===== src/rtl/src_pack_fifo_if.sv =====
// -----------------------------------------------------------------------------
// src_pack_fifo_if
//
// Purpose: groups the put side (32-bit words from the DMA read path) and the
// get side (64-bit packed entries to the copy/fill engines) of src_pack_fifo.
//
// Handshake semantics (both strobes are active-low, sampled on the rising edge):
//   put : s_putn = 0 offers s_data/s_last. It is taken when s_full = 0;
//         otherwise it is dropped and the sticky ovf flag is raised.
//   get : m_src/m_src_last show the head entry (first-word-fall-through).
//         m_src_getn = 0 pops the head when m_src_empty = 0; a pop while empty
//         is ignored and raises the sticky udf flag.
//
// Modports:
//   slave  - the FIFO itself (consumes strobes, produces data/status)
//   master - the environment driving puts and gets
// -----------------------------------------------------------------------------
interface src_pack_fifo_if #(
    parameter int DEPTH_LOG2 = 4
);
    logic                  s_putn;
    logic [31:0]           s_data;
    logic                  s_last;
    logic                  s_full;
    logic                  s_almost_full;
    logic                  m_src_getn;
    logic [63:0]           m_src;
    logic                  m_src_last;
    logic                  m_src_empty;
    logic                  m_src_almost_empty;
    logic [DEPTH_LOG2:0]   level;
    logic                  ovf;
    logic                  udf;

    modport slave (
        input  s_putn, s_data, s_last, m_src_getn,
        output s_full, s_almost_full, m_src, m_src_last, m_src_empty,
               m_src_almost_empty, level, ovf, udf
    );

    modport master (
        output s_putn, s_data, s_last, m_src_getn,
        input  s_full, s_almost_full, m_src, m_src_last, m_src_empty,
               m_src_almost_empty, level, ovf, udf
    );
endinterface


===== src/rtl/src_pack_fifo.sv =====
// -----------------------------------------------------------------------------
// src_pack_fifo
//
// Purpose: source-side staging buffer ahead of the compression copy/fill
// engines. Packs pairs of 32-bit words into 64-bit entries (first word in the
// low half), tags each entry with a last flag, and presents them as a
// first-word-fall-through FIFO.
//
// Ports:
//   wb_clk_i   - clock, rising edge
//   wb_rst_ni  - asynchronous active-low reset
//   clr        - synchronous flush (start of new descriptor), beats put/get
//   bus        - src_pack_fifo_if.slave: put side, get side, level and
//                sticky ovf/udf status
// -----------------------------------------------------------------------------
module src_pack_fifo #(
    parameter int DEPTH_LOG2 = 4,
    parameter int AE_THRESH  = 1,
    parameter int AF_THRESH  = 2
) (
    input  logic              wb_clk_i,
    input  logic              wb_rst_ni,
    input  logic              clr,
    src_pack_fifo_if.slave    bus
);
    localparam int DEPTH = 1 << DEPTH_LOG2;
    localparam int LW    = DEPTH_LOG2 + 1;

    localparam logic [LW-1:0] DEPTH_L = LW'(DEPTH);
    localparam logic [LW-1:0] AE_L    = LW'(AE_THRESH);
    localparam logic [LW-1:0] AF_L    = LW'(AF_THRESH);

    // Entry layout: [64] last, [63:32] second word, [31:0] first word.
    logic [64:0]           mem [DEPTH];
    logic [DEPTH_LOG2-1:0] wr_ptr;
    logic [DEPTH_LOG2-1:0] rd_ptr;
    logic [LW-1:0]         level_q;
    logic [31:0]           hold;
    logic                  half_v;
    logic                  ovf_q;
    logic                  udf_q;

    logic                  full;
    logic                  empty;
    logic                  put_req;
    logic                  put_ok;
    logic                  push;
    logic                  get_req;
    logic                  pop;
    logic [64:0]           push_entry;
    logic [64:0]           head;

    assign full    = (level_q == DEPTH_L);
    assign empty   = (level_q == '0);
    assign put_req = ~bus.s_putn;
    // Full is judged on occupancy alone, even for puts that would only load
    // the hold register.
    assign put_ok  = put_req & ~full;
    // A word is pushed when it completes a pair, or when it ends an odd-length
    // transfer on its own (zero-padded upper half).
    assign push    = put_ok & (half_v | bus.s_last);
    assign get_req = ~bus.m_src_getn;
    assign pop     = get_req & ~empty;

    assign push_entry = half_v ? {bus.s_last, bus.s_data, hold}
                               : {bus.s_last, 32'h0, bus.s_data};

    always_ff @(posedge wb_clk_i or negedge wb_rst_ni) begin
        if (!wb_rst_ni) begin
            wr_ptr  <= '0;
            rd_ptr  <= '0;
            level_q <= '0;
            hold    <= '0;
            half_v  <= 1'b0;
            ovf_q   <= 1'b0;
            udf_q   <= 1'b0;
        end else if (clr) begin
            wr_ptr  <= '0;
            rd_ptr  <= '0;
            level_q <= '0;
            hold    <= '0;
            half_v  <= 1'b0;
            ovf_q   <= 1'b0;
            udf_q   <= 1'b0;
        end else begin
            if (push) wr_ptr <= wr_ptr + 1'b1;
            if (pop)  rd_ptr <= rd_ptr + 1'b1;
            case ({push, pop})
                2'b10:   level_q <= level_q + 1'b1;
                2'b01:   level_q <= level_q - 1'b1;
                default: level_q <= level_q;
            endcase
            if (put_ok) begin
                if (half_v) begin
                    half_v <= 1'b0;
                end else if (!bus.s_last) begin
                    hold   <= bus.s_data;
                    half_v <= 1'b1;
                end
            end
            if (put_req && full)  ovf_q <= 1'b1;
            if (get_req && empty) udf_q <= 1'b1;
        end
    end

    // Storage has no reset; empty forcing on the read side hides stale data.
    always_ff @(posedge wb_clk_i) begin
        if (wb_rst_ni && !clr && push) mem[wr_ptr] <= push_entry;
    end

    assign head = mem[rd_ptr];

    assign bus.m_src              = empty ? 64'h0 : head[63:0];
    assign bus.m_src_last         = empty ? 1'b0  : head[64];
    assign bus.m_src_empty        = empty;
    assign bus.m_src_almost_empty = (level_q <= AE_L);
    assign bus.s_full             = full;
    assign bus.s_almost_full      = ((DEPTH_L - level_q) <= AF_L);
    assign bus.level              = level_q;
    assign bus.ovf                = ovf_q;
    assign bus.udf                = udf_q;
endmodule

===== src/flat_wrapper.sv =====
// flat-port wrapper written by rule: the top's interface ports become plain ports
module src_pack_fifo_flat 
#(
    parameter int DEPTH_LOG2 = 4,
    parameter int AE_THRESH  = 1,
    parameter int AF_THRESH  = 2
)
  (wb_clk_i, wb_rst_ni, clr, bus_s_putn, bus_s_data, bus_s_last, bus_m_src_getn, bus_s_full, bus_s_almost_full, bus_m_src, bus_m_src_last, bus_m_src_empty, bus_m_src_almost_empty, bus_level, bus_ovf, bus_udf);
  src_pack_fifo_if #(.DEPTH_LOG2(DEPTH_LOG2)) bus_i ();
  input  logic wb_clk_i;
  input  logic wb_rst_ni;
  input  logic clr;
  input wire logic [$bits(bus_i.s_putn)-1:0] bus_s_putn;
  input wire logic [$bits(bus_i.s_data)-1:0] bus_s_data;
  input wire logic [$bits(bus_i.s_last)-1:0] bus_s_last;
  input wire logic [$bits(bus_i.m_src_getn)-1:0] bus_m_src_getn;
  output wire logic [$bits(bus_i.s_full)-1:0] bus_s_full;
  output wire logic [$bits(bus_i.s_almost_full)-1:0] bus_s_almost_full;
  output wire logic [$bits(bus_i.m_src)-1:0] bus_m_src;
  output wire logic [$bits(bus_i.m_src_last)-1:0] bus_m_src_last;
  output wire logic [$bits(bus_i.m_src_empty)-1:0] bus_m_src_empty;
  output wire logic [$bits(bus_i.m_src_almost_empty)-1:0] bus_m_src_almost_empty;
  output wire logic [$bits(bus_i.level)-1:0] bus_level;
  output wire logic [$bits(bus_i.ovf)-1:0] bus_ovf;
  output wire logic [$bits(bus_i.udf)-1:0] bus_udf;
  assign bus_i.s_putn = bus_s_putn;
  assign bus_i.s_data = bus_s_data;
  assign bus_i.s_last = bus_s_last;
  assign bus_i.m_src_getn = bus_m_src_getn;
  assign bus_s_full = bus_i.s_full;
  assign bus_s_almost_full = bus_i.s_almost_full;
  assign bus_m_src = bus_i.m_src;
  assign bus_m_src_last = bus_i.m_src_last;
  assign bus_m_src_empty = bus_i.m_src_empty;
  assign bus_m_src_almost_empty = bus_i.m_src_almost_empty;
  assign bus_level = bus_i.level;
  assign bus_ovf = bus_i.ovf;
  assign bus_udf = bus_i.udf;
  src_pack_fifo #(.DEPTH_LOG2(DEPTH_LOG2), .AE_THRESH(AE_THRESH), .AF_THRESH(AF_THRESH)) u_core (.wb_clk_i(wb_clk_i), .wb_rst_ni(wb_rst_ni), .clr(clr), .bus(bus_i));
endmodule

===== config.mk =====
export PLATFORM = sky130hd
export DESIGN_NAME = src_pack_fifo_flat
export DESIGN_NICKNAME = d
export VERILOG_FILES = /design/src/rtl/src_pack_fifo_if.sv /design/src/rtl/src_pack_fifo.sv /design/src/flat_wrapper.sv
export SDC_FILE = /design/constraint.sdc
export NUM_CORES = 1
export LEC_CHECK = 0
export ABC_CLOCK_PERIOD_IN_PS = 9550
export CAP_MARGIN = 15
export CORE_UTILIZATION = 40
export CTS_BUF_LIST = sky130_fd_sc_hd__clkbuf_4
export DETAILED_ROUTE_END_ITERATION = 10
export GPL_ROUTABILITY_DRIVEN = 0
export GPL_TIMING_DRIVEN = 0
export HOLD_SLACK_MARGIN = 0.02
export SYNTH_ARGS = -nofsm -noshare
export SYNTH_HDL_FRONTEND = slang
export SYNTH_SLANG_ARGS = --single-unit

===== constraint.sdc =====
create_clock -name wb_clk_i -period 9.55 [get_ports wb_clk_i]
set_clock_uncertainty 0.15 [all_clocks]
set_input_delay 1.91 -clock wb_clk_i [delete_from_list [all_inputs] [get_ports wb_clk_i]]
set_output_delay 1.91 -clock wb_clk_i [all_outputs]
set_load 0.03 [all_outputs]

-- Word-level counts from Yosys, hierarchy flattened
Memories as Yosys holds them, arrays and structs flattened.
Cells that the tools add are included.
- input port bits: 38
- bits in latches: 0
- memory bits (read-only): 0
- bits in registers: 48
- memory bits (writable): 1040
- memories kept: 1
- memory list (memory ; words ; bits a word ; read ports ; clocked after memory_dff ; write ports ; RTL line ; RTL):
    u_core.mem ; 16 ; 65 ; 1 ; 0 ; 1 ; src_pack_fifo.sv:34 ; logic [64:0] mem [DEPTH];
- $add $sub $neg: 5
- equality and inequality tests: 5
- divide/modulo/power cells: 0
- shift-type cells: 0
- order comparisons: 2
- multipliers: 0
- bitwise operators: 8
- multiplexer cells: 23
- reductions and logical operators: 13
- operators with widths (operator ; number):
    $mux 32 ; 4
    $mux 64 ; 2
    $mux 4 ; 4
    $mux 1 ; 11
    $pmux 5 s2 ; 1
    $reduce_bool 2->1 ; 5
    $add 4x1->4 const B ; 2
    $add 5x1->5 const B ; 1
    $eq 5x5->1 const B ; 1
    $le 5x1->1 const B ; 1
    $le 5x2->1 const B ; 1
    $logic_not 5->1 ; 1
    $mux 5 ; 1
    $sub 5x1->5 const B ; 1
    $sub 5x5->5 const A ; 1
    $logic_and 1x1->1 ; 4
    $ne 2x2->1 const B ; 2
    $not 1->1 ; 4
    $and 1x1->1 ; 3
    $reduce_and 3->1 ; 1
    $reduce_bool 3->1 ; 1
    $eq 2x1->1 const B ; 1
    $eq 2x2->1 const B ; 1
    $logic_not 1->1 ; 1
    $or 1x1->1 ; 1

-- Depth between registers and ports, before layout
Gate-level depths: netlist of run 1.
- word-level depth: 7
- mapped depth: 11

-- Worst setup path after synthesis of run 1
OpenSTA, ideal clock, no wires.
- path kind: input-to-reg
- start point: input bus_s_putn
- end point: memory u_core.mem[0][0] (enable)
- path slack: 1.668 ns
- path buffers: 1
- setup time: 0.568 ns
- arrival time: 7.164 ns
- cell stages on the path: 5
- cell sequence: or2_1 > buf_2 > nor4b_4 > nand2_1 > nor3_1
- word-level cells in the longest chain between the ends: 6
- RTL lines (what ; RTL line ; RTL):
    start, declared ; flat_wrapper.sv:13 ; input wire logic [$bits(bus_i.s_putn)-1:0] bus_s_putn;
    $not 1->1 ; src_pack_fifo.sv:55 ; assign put_req = ~bus.s_putn;
    $and 1x1->1 ; src_pack_fifo.sv:58 ; assign put_ok = put_req & ~full;
    $and 1x1->1 ; src_pack_fifo.sv:61 ; assign push = put_ok & (half_v | bus.s_last);
    $logic_and 1x1->1 ; src_pack_fifo.sv:108 ; if (wb_rst_ni && !clr && push) mem[wr_ptr] <= push_entry;
    $mux 1 ; src_pack_fifo.sv:108 ;
    $mux 1 (not written as such) ; src_pack_fifo.sv:108 ;
    end, declared ; src_pack_fifo.sv:34 ;
No other way between the ends.

-- Final worst setup path of run 1
- start point: register u_core.level_q[1], in the netlist u_core.bus.level[1]
- end point: output bus_m_src[17]
- word-level cells in the longest chain between the ends: 2
- RTL lines (what ; RTL line ; RTL):
    start, declared ; src_pack_fifo.sv:37 ; logic [LW-1:0] level_q;
    start signal, assigned ; src_pack_fifo.sv:89 ; 2'b10: level_q <= level_q + 1'b1;
    start signal, assigned ; src_pack_fifo.sv:90 ; 2'b01: level_q <= level_q - 1'b1;
    start signal, assigned ; src_pack_fifo.sv:91 ; default: level_q <= level_q;
    $logic_not 5->1 ; src_pack_fifo.sv:54 ; assign empty = (level_q == '0);
    $mux 64 ; src_pack_fifo.sv:113 ; assign bus.m_src = empty ? 64'h0 : head[63:0];
    end, declared ; flat_wrapper.sv:19 ; output wire logic [$bits(bus_i.m_src)-1:0] bus_m_src;
No other way between the ends.

==> reports/results.ini, run 1 <==
[global_route]
antenna_found_initial=10
grt_max_degree=34
gr-usage-all-layers_pct=22.2
grt_pass1_wl_um=172000
first_global_vias=25800
grt_overflow=0

[floorplan]
die_h_um=331
fp.coreArea_mm2=0.107
start_util_pct=40.3
dieArea_mm2=0.109
design.portCount=114
die_w_um=331
rows=120

[cts]
cts_buffer_depth=4
cts_hold_buf=0
cts_made_buffers=293
cts_sinks=1088
h-tree-depth=5
root_buffer=clkbuf_4
path_clk_slew_ns=0.06
cts_tree=built
clkLatencyLatePin_ns=1.13
cts_resized=0
post-cts-setup-buffers=0

[placed_design]
dp_cells=4032
io_buffers=113
dp_slack_ns=3.33
dpl.hpwl_um=80300
dpl-instance-area_mm2=0.0476

[synth]
ys_ff_latch=1088
syn-num-nets=2488
syn_area_mm2=0.0432
yosysWarnings=0
ys_seq_area_share_pct=75.1
yosysMostFrequentCell=edfxtp_1
avgSynthCellArea_um2=17.7
synth_cell_types=46
yosysTopAreaCellShare_pct=72.3
synthCells=2439
synth.area.top_cells=edfxtp_1 72%, mux2i_1 11%, a22oi_1 3.5%
synth_commonest_cells=1040 x edfxtp_1, 462 x mux2i_1, 203 x a22oi_1
async_flop_share_pct=4.41
synth_edf_count=1040
ys.flop_type=edfxtp_1
yosys.area.top_type=edfxtp_1

[power]
p_total_uw=12600
power_density_mw_per_mm2=246
power.leakage_uw=0.0170
ir_drop_v=0.000224

[critical_path]
start_kind=register
r2r_end=u_core.mem[0][60]$_DFFE_PP_
cp.arrival_ns=5.35
path_max_fanout=10
crit_path_max_incr_delay_ns=0.66
critPathTopFamily=buffers and inverters
path_class=reg -> out
path_buf_inv=5
path_cells=inv_1 -> ha_1 -> nand2b_1 -> nor2_1 -> ha_1 -> nand2b_1 -> buf_2 -> buf_2 -> clkbuf_1 -> o22ai_1 -> clkdlybuf4s50_1
crit_path_end_kind=output port
r2r_cells=13
reg2reg_slack_ns=5.07
worstPathRequired_ns=7.49
cp-startpoint=u_core.bus.level[1]$_DFFE_PN0P_
reg2reg_from=u_core.bus.level[0]$_DFFE_PN0P_
crit_slowest_cell=clkdlybuf4s50_1

[flow_run]
maxCapViolCount=0

[detailed_routing]
first_pass_iters=6
via_per_inst=5.49
drt_wl_total_um=121000
vias=24800
wl_per_cell_um=26.8
postRouteAntennaNets=0
drcViolationCount=0
first_iter_violations=2458

[timing]
min_period_over_period_pct=77.5
worstMarginPinSlew_ns=1.20
fin_tns_setup_ns=0
min_period_ns=7.41
final-setup-viol-count=0
fmax_mhz=135
final-hold-violation-count=0
finalWorstSetupSlack_ns=2.14
drv_slew=0
max_slew_margin_pct=20.1
grt_setup_unrepaired=false

[final_layout]
fill_cells=9037
area_delta_synth_final_pct=18.5
stdcell_count=4522
drive_above_1_share_pct=22.6
final_area_mm2=0.0512
num-nets-final=2973

[worst_hold_path]
hold_path_depth=2
hold_path.class=reg -> reg
hold_path_end=u_core.bus.ovf$_DFFE_PN0P_
hold_start=u_core.bus.ovf$_DFFE_PN0P_

[outcome]
status=finished, final reports clean

worst max path at each step:
stage                                       end  slack [ns]  cells past startpoint
floorplan            u_core.mem[0][0]$_DFFE_PP_        1.67                      5
global placement    u_core.mem[0][43]$_DFFE_PP_       -6.32                      4
detailed placement                 bus_m_src[2]        3.33                     11
CTS                                bus_m_src[2]        2.04                     11
global route                       bus_m_src[2]        1.91                     11
finish                            bus_m_src[17]        2.14                     11
worst register-to-register path, cell delays in order (launching register included):
cell      delay [ns]
dfrtp_1         0.50
inv_1           0.11
ha_1            0.25
nand2b_1        0.10
nor2_1          0.09
ha_1            0.26
or2_1           0.30
buf_2           0.25
nor4b_4         0.33
nand2_1         0.30
nor3_2          0.85
buf_6           0.28
buf_6           0.20
buf_6           0.18
state kept, by name, indices dropped and copies added (netlist names):
| register | count |
|---|---|
| u_core.bus.level | 5 |
| u_core.bus.ovf | 1 |
| u_core.bus.udf | 1 |
| u_core.half_v | 1 |
| u_core.hold | 32 |
| u_core.mem | 1040 |
| u_core.rd_ptr | 4 |
| u_core.wr_ptr | 4 |
routing by layer:
layer  wire length (um)  track usage [%]
met4               3210             8.32
met3              11200             6.13
met2              56900             34.9
met5                 25                0
met1              49600             29.3
through the flow:
stage	util, %	hold WS [ns]
floorplan	-	0.347
global placement	43.0	0.342
detailed placement	44.4	0.341
CTS	47.8	0.371
global route	47.8	0.386
finish	47.8	0.367
kinds of logic after synthesis:
| family | synth area share [%] |
|---|---|
| simple gates | 2.77 |
| flops | 75.1 |
| buf+inv | 2.33 |
| xor+xnor | 0.162 |
| mux | 13.1 |
| fa+ha+maj | 0.319 |
| compound gates | 6.22 |
cell usage in the layout, fill, tap and decap left out, drive strengths merged, types with 3 or more instances in the layout:
master	n
edfxtp	1040
mux2i	462
clkbuf	449
a22oi	203
buf	181
nand2	177
clkdlybuf4s50	112
clkinv	70
o21ai	63
dfrtp	48
a21oi	37
o22ai	36
mux2	34
and2	33
nor2	33
mux4	29
a221oi	29
inv	13
nor3	12
ha	11
bufinv	8
diode	6
xnor2	6
nand2b	5
or2	3
power by group:
group	switching, uW	internal [uW]	total [uW]
Combinational	2040	1190	3230
Clock	1830	2160	3990
Sequential	34.9	5310	5350
Total	3910	8660	12600
area by class of cell:
class | count | area (um2) | area share [%]
diodes | 6 | 15.0 | 0.0293
plain buffers | 149 | 970 | 1.90
clock buffers | 403 | 3030 | 5.91
clock inverters | 81 | 537 | 1.05
inverters | 10 | 37.5 | 0.0734
multi-input cells | 1192 | 9860 | 19.3
flip-flops and latches | 1088 | 32400 | 63.4
well taps | 1403 | 1760 | 3.43
repair buffers | 190 | 2530 | 4.94
Power figures use the tool's default switching activity.
==> run 2, diff against run 1 <==
--- a/config.mk
+++ b/config.mk
@@ -5,7 +5,7 @@
 export SDC_FILE = /design/constraint.sdc
 export NUM_CORES = 1
 export LEC_CHECK = 0
-export ABC_CLOCK_PERIOD_IN_PS = 9550
+export ABC_CLOCK_PERIOD_IN_PS = 7460
 export CAP_MARGIN = 15
 export CORE_UTILIZATION = 40
 export CTS_BUF_LIST = sky130_fd_sc_hd__clkbuf_4
==> constraint.sdc (replaced) <==
create_clock -name wb_clk_i -period 7.46 [get_ports wb_clk_i]
set_clock_uncertainty 0.15 [all_clocks]
set_input_delay 1.492 -clock wb_clk_i [delete_from_list [all_inputs] [get_ports wb_clk_i]]
set_output_delay 1.492 -clock wb_clk_i [all_outputs]
set_load 0.03 [all_outputs]
==> run 2 against run 1 <==
Against the previous run:
- core utilization shrank 0.10 points
- clock power grew 24%
- final cell count shrank 0.80%
- critical path depth is the same
- critical endpoint is now bus_m_src[23]
==> reports/results.ini, run 2 (same netlist as run 1, synthesis figures left out) <==
[final_layout]
area_delta_synth_final_pct=18.2
num-nets-final=2959
seq_area_mm2=0.0324
drive_above_1_share_pct=22.6
fill_cells=9102
layout_commonest_cell=edfxtp_1
top_register=u_core.mem
largest_register_ffs=1040
final_cell_mix=1040 x edfxtp_1, 462 x mux2i_1, 420 x clkbuf_4
multi_input_area_mm2=0.00988

[timing]
final-hold-violation-count=0
fmax_mhz=145
drv_slew=0
final-setup-viol-count=0
finalWorstSetupSlack_ns=0.540
fin_tns_setup_ns=0
min_period_ns=6.92
max_slew_margin_pct=24.2
min_period_over_period_pct=92.8
grt_setup_unrepaired=false
worstMarginPinSlew_ns=1.14

[critical_path]
critPathTopFamily=buffers and inverters
start_kind=register
path_class=reg -> out
worstPathRequired_ns=5.82
r2r_end=u_core.mem[15][29]$_DFFE_PP_
crit_path_max_incr_delay_ns=0.66
path_cells=inv_1 -> ha_1 -> nand2b_1 -> nor2_1 -> ha_1 -> nand2b_1 -> buf_2 -> buf_2 -> clkbuf_1 -> o22ai_1 -> clkdlybuf4s50_1
cp.depth=11
crit_slowest_cell=clkdlybuf4s50_1
reg2reg_slack_ns=2.97
path_max_fanout=11
r2r_cells=13
path_buf_inv=5
cp.arrival_ns=5.28
crit_path_end_kind=output port
reg2reg_from=u_core.bus.level[0]$_DFFE_PN0P_

[cts]
cts_made_buffers=295
root_buffer=clkbuf_4
clkLatencyLatePin_ns=1.13
post-cts-setup-buffers=0
cts_buffer_depth=4
cts_tree=built
cts_hold_buf=0
cts_sinks=1088
cts_resized=0
h-tree-depth=5
path_clk_slew_ns=0.07

[floorplan]
start_util_pct=40.3
die_w_um=331
fp.coreArea_mm2=0.107
rows=120
design.portCount=114
die_h_um=331
dieArea_mm2=0.109

[detailed_routing]
first_iter_violations=2716
wl_per_cell_um=27.1
drcViolationCount=0
postRouteAntennaNets=0
vias=25000
drt_wl_total_um=121000
via_per_inst=5.56
first_pass_iters=5

[worst_hold_path]
hold_path.class=in -> async

[placed_design]
dp_slack_ns=1.73
dpl.hpwl_um=80500
io_buffers=113

[global_route]
grt_overflow=0
first_global_vias=25500
grt_pass1_wl_um=172000
antenna_found_initial=6
gr-usage-all-layers_pct=22.3
grt_max_degree=31

[power]
power_density_mw_per_mm2=312
p_total_uw=15900
power.leakage_uw=0.0169
ir_drop_v=0.000310

[outcome]
status=finished, final reports clean

[flow_run]
maxCapViolCount=0

==> run 2: final cells by class <==
cell class                      instances  area share (%)
Inverter                               10          0.0735
Antenna cell                            3          0.0147
Clock inverter                         47           0.466
Timing Repair Buffer                  174            5.03
Clock buffer                          420            6.18
Multi-Input combinational cell       1192            19.4
Buffer                                149            1.90
Tap cell                             1403            3.44
Sequential cell                      1088            63.5
==> run 2: stage by stage <==
| step | std cells | cell area, um2 | hold slack [ns] | util (%) |
|---|---|---|---|---|
| 3_3_place_gp | 3955 | 46100 | 0.347 | 43.1 |
| 4_1_cts | 4483 | 51000 | 0.113 | 47.7 |
| 2_1_floorplan | 2439 | 43200 | 0.347 | - |
| 3_5_place_dp | 4016 | 47600 | 0.343 | 44.5 |
| 6_report | 4486 | 51000 | 0.222 | 47.7 |
| 5_1_grt | 4485 | 51000 | 0.154 | 47.7 |
==> run 2: worst max-delay path by stage <==
stage | start | end | slack [ns]
2_1_floorplan | u_core.bus.level[0]$_DFFE_PN0P_ | u_core.mem[12][0]$_DFFE_PP_ | 1.73
3_3_place_gp | wb_rst_ni | u_core.mem[12][40]$_DFFE_PP_ | -4.55
3_5_place_dp | u_core.bus.level[0]$_DFFE_PN0P_ | bus_m_src[15] | 1.73
4_1_cts | u_core.bus.level[0]$_DFFE_PN0P_ | bus_m_src[15] | 0.48
5_1_grt | u_core.bus.level[0]$_DFFE_PN0P_ | bus_m_src[15] | 0.28
6_report | u_core.bus.level[0]$_DFFE_PN0P_ | bus_m_src[23] | 0.54
==> run 2: report_power, final <==
part	total [uW]	internal, uW	switching (uW)
clock	4930	2620	2310
combinational	4150	1530	2620
sequential	6850	6800	46.4
total	15900	11000	4970
==> run 2: routing by layer <==
metal  vias to the layer above  part of all wire (%)  wire [um]  global-route usage [%]
met2                      1198                    47      57400                    35.1
li1                      10800                     -          -                       -
met1                     12700                    42      50400                    30.0
met3                       230                   8.8      10600                    5.50
met4                         6                   2.4       2910                    7.75
met5                         -                 0.024         29                       0
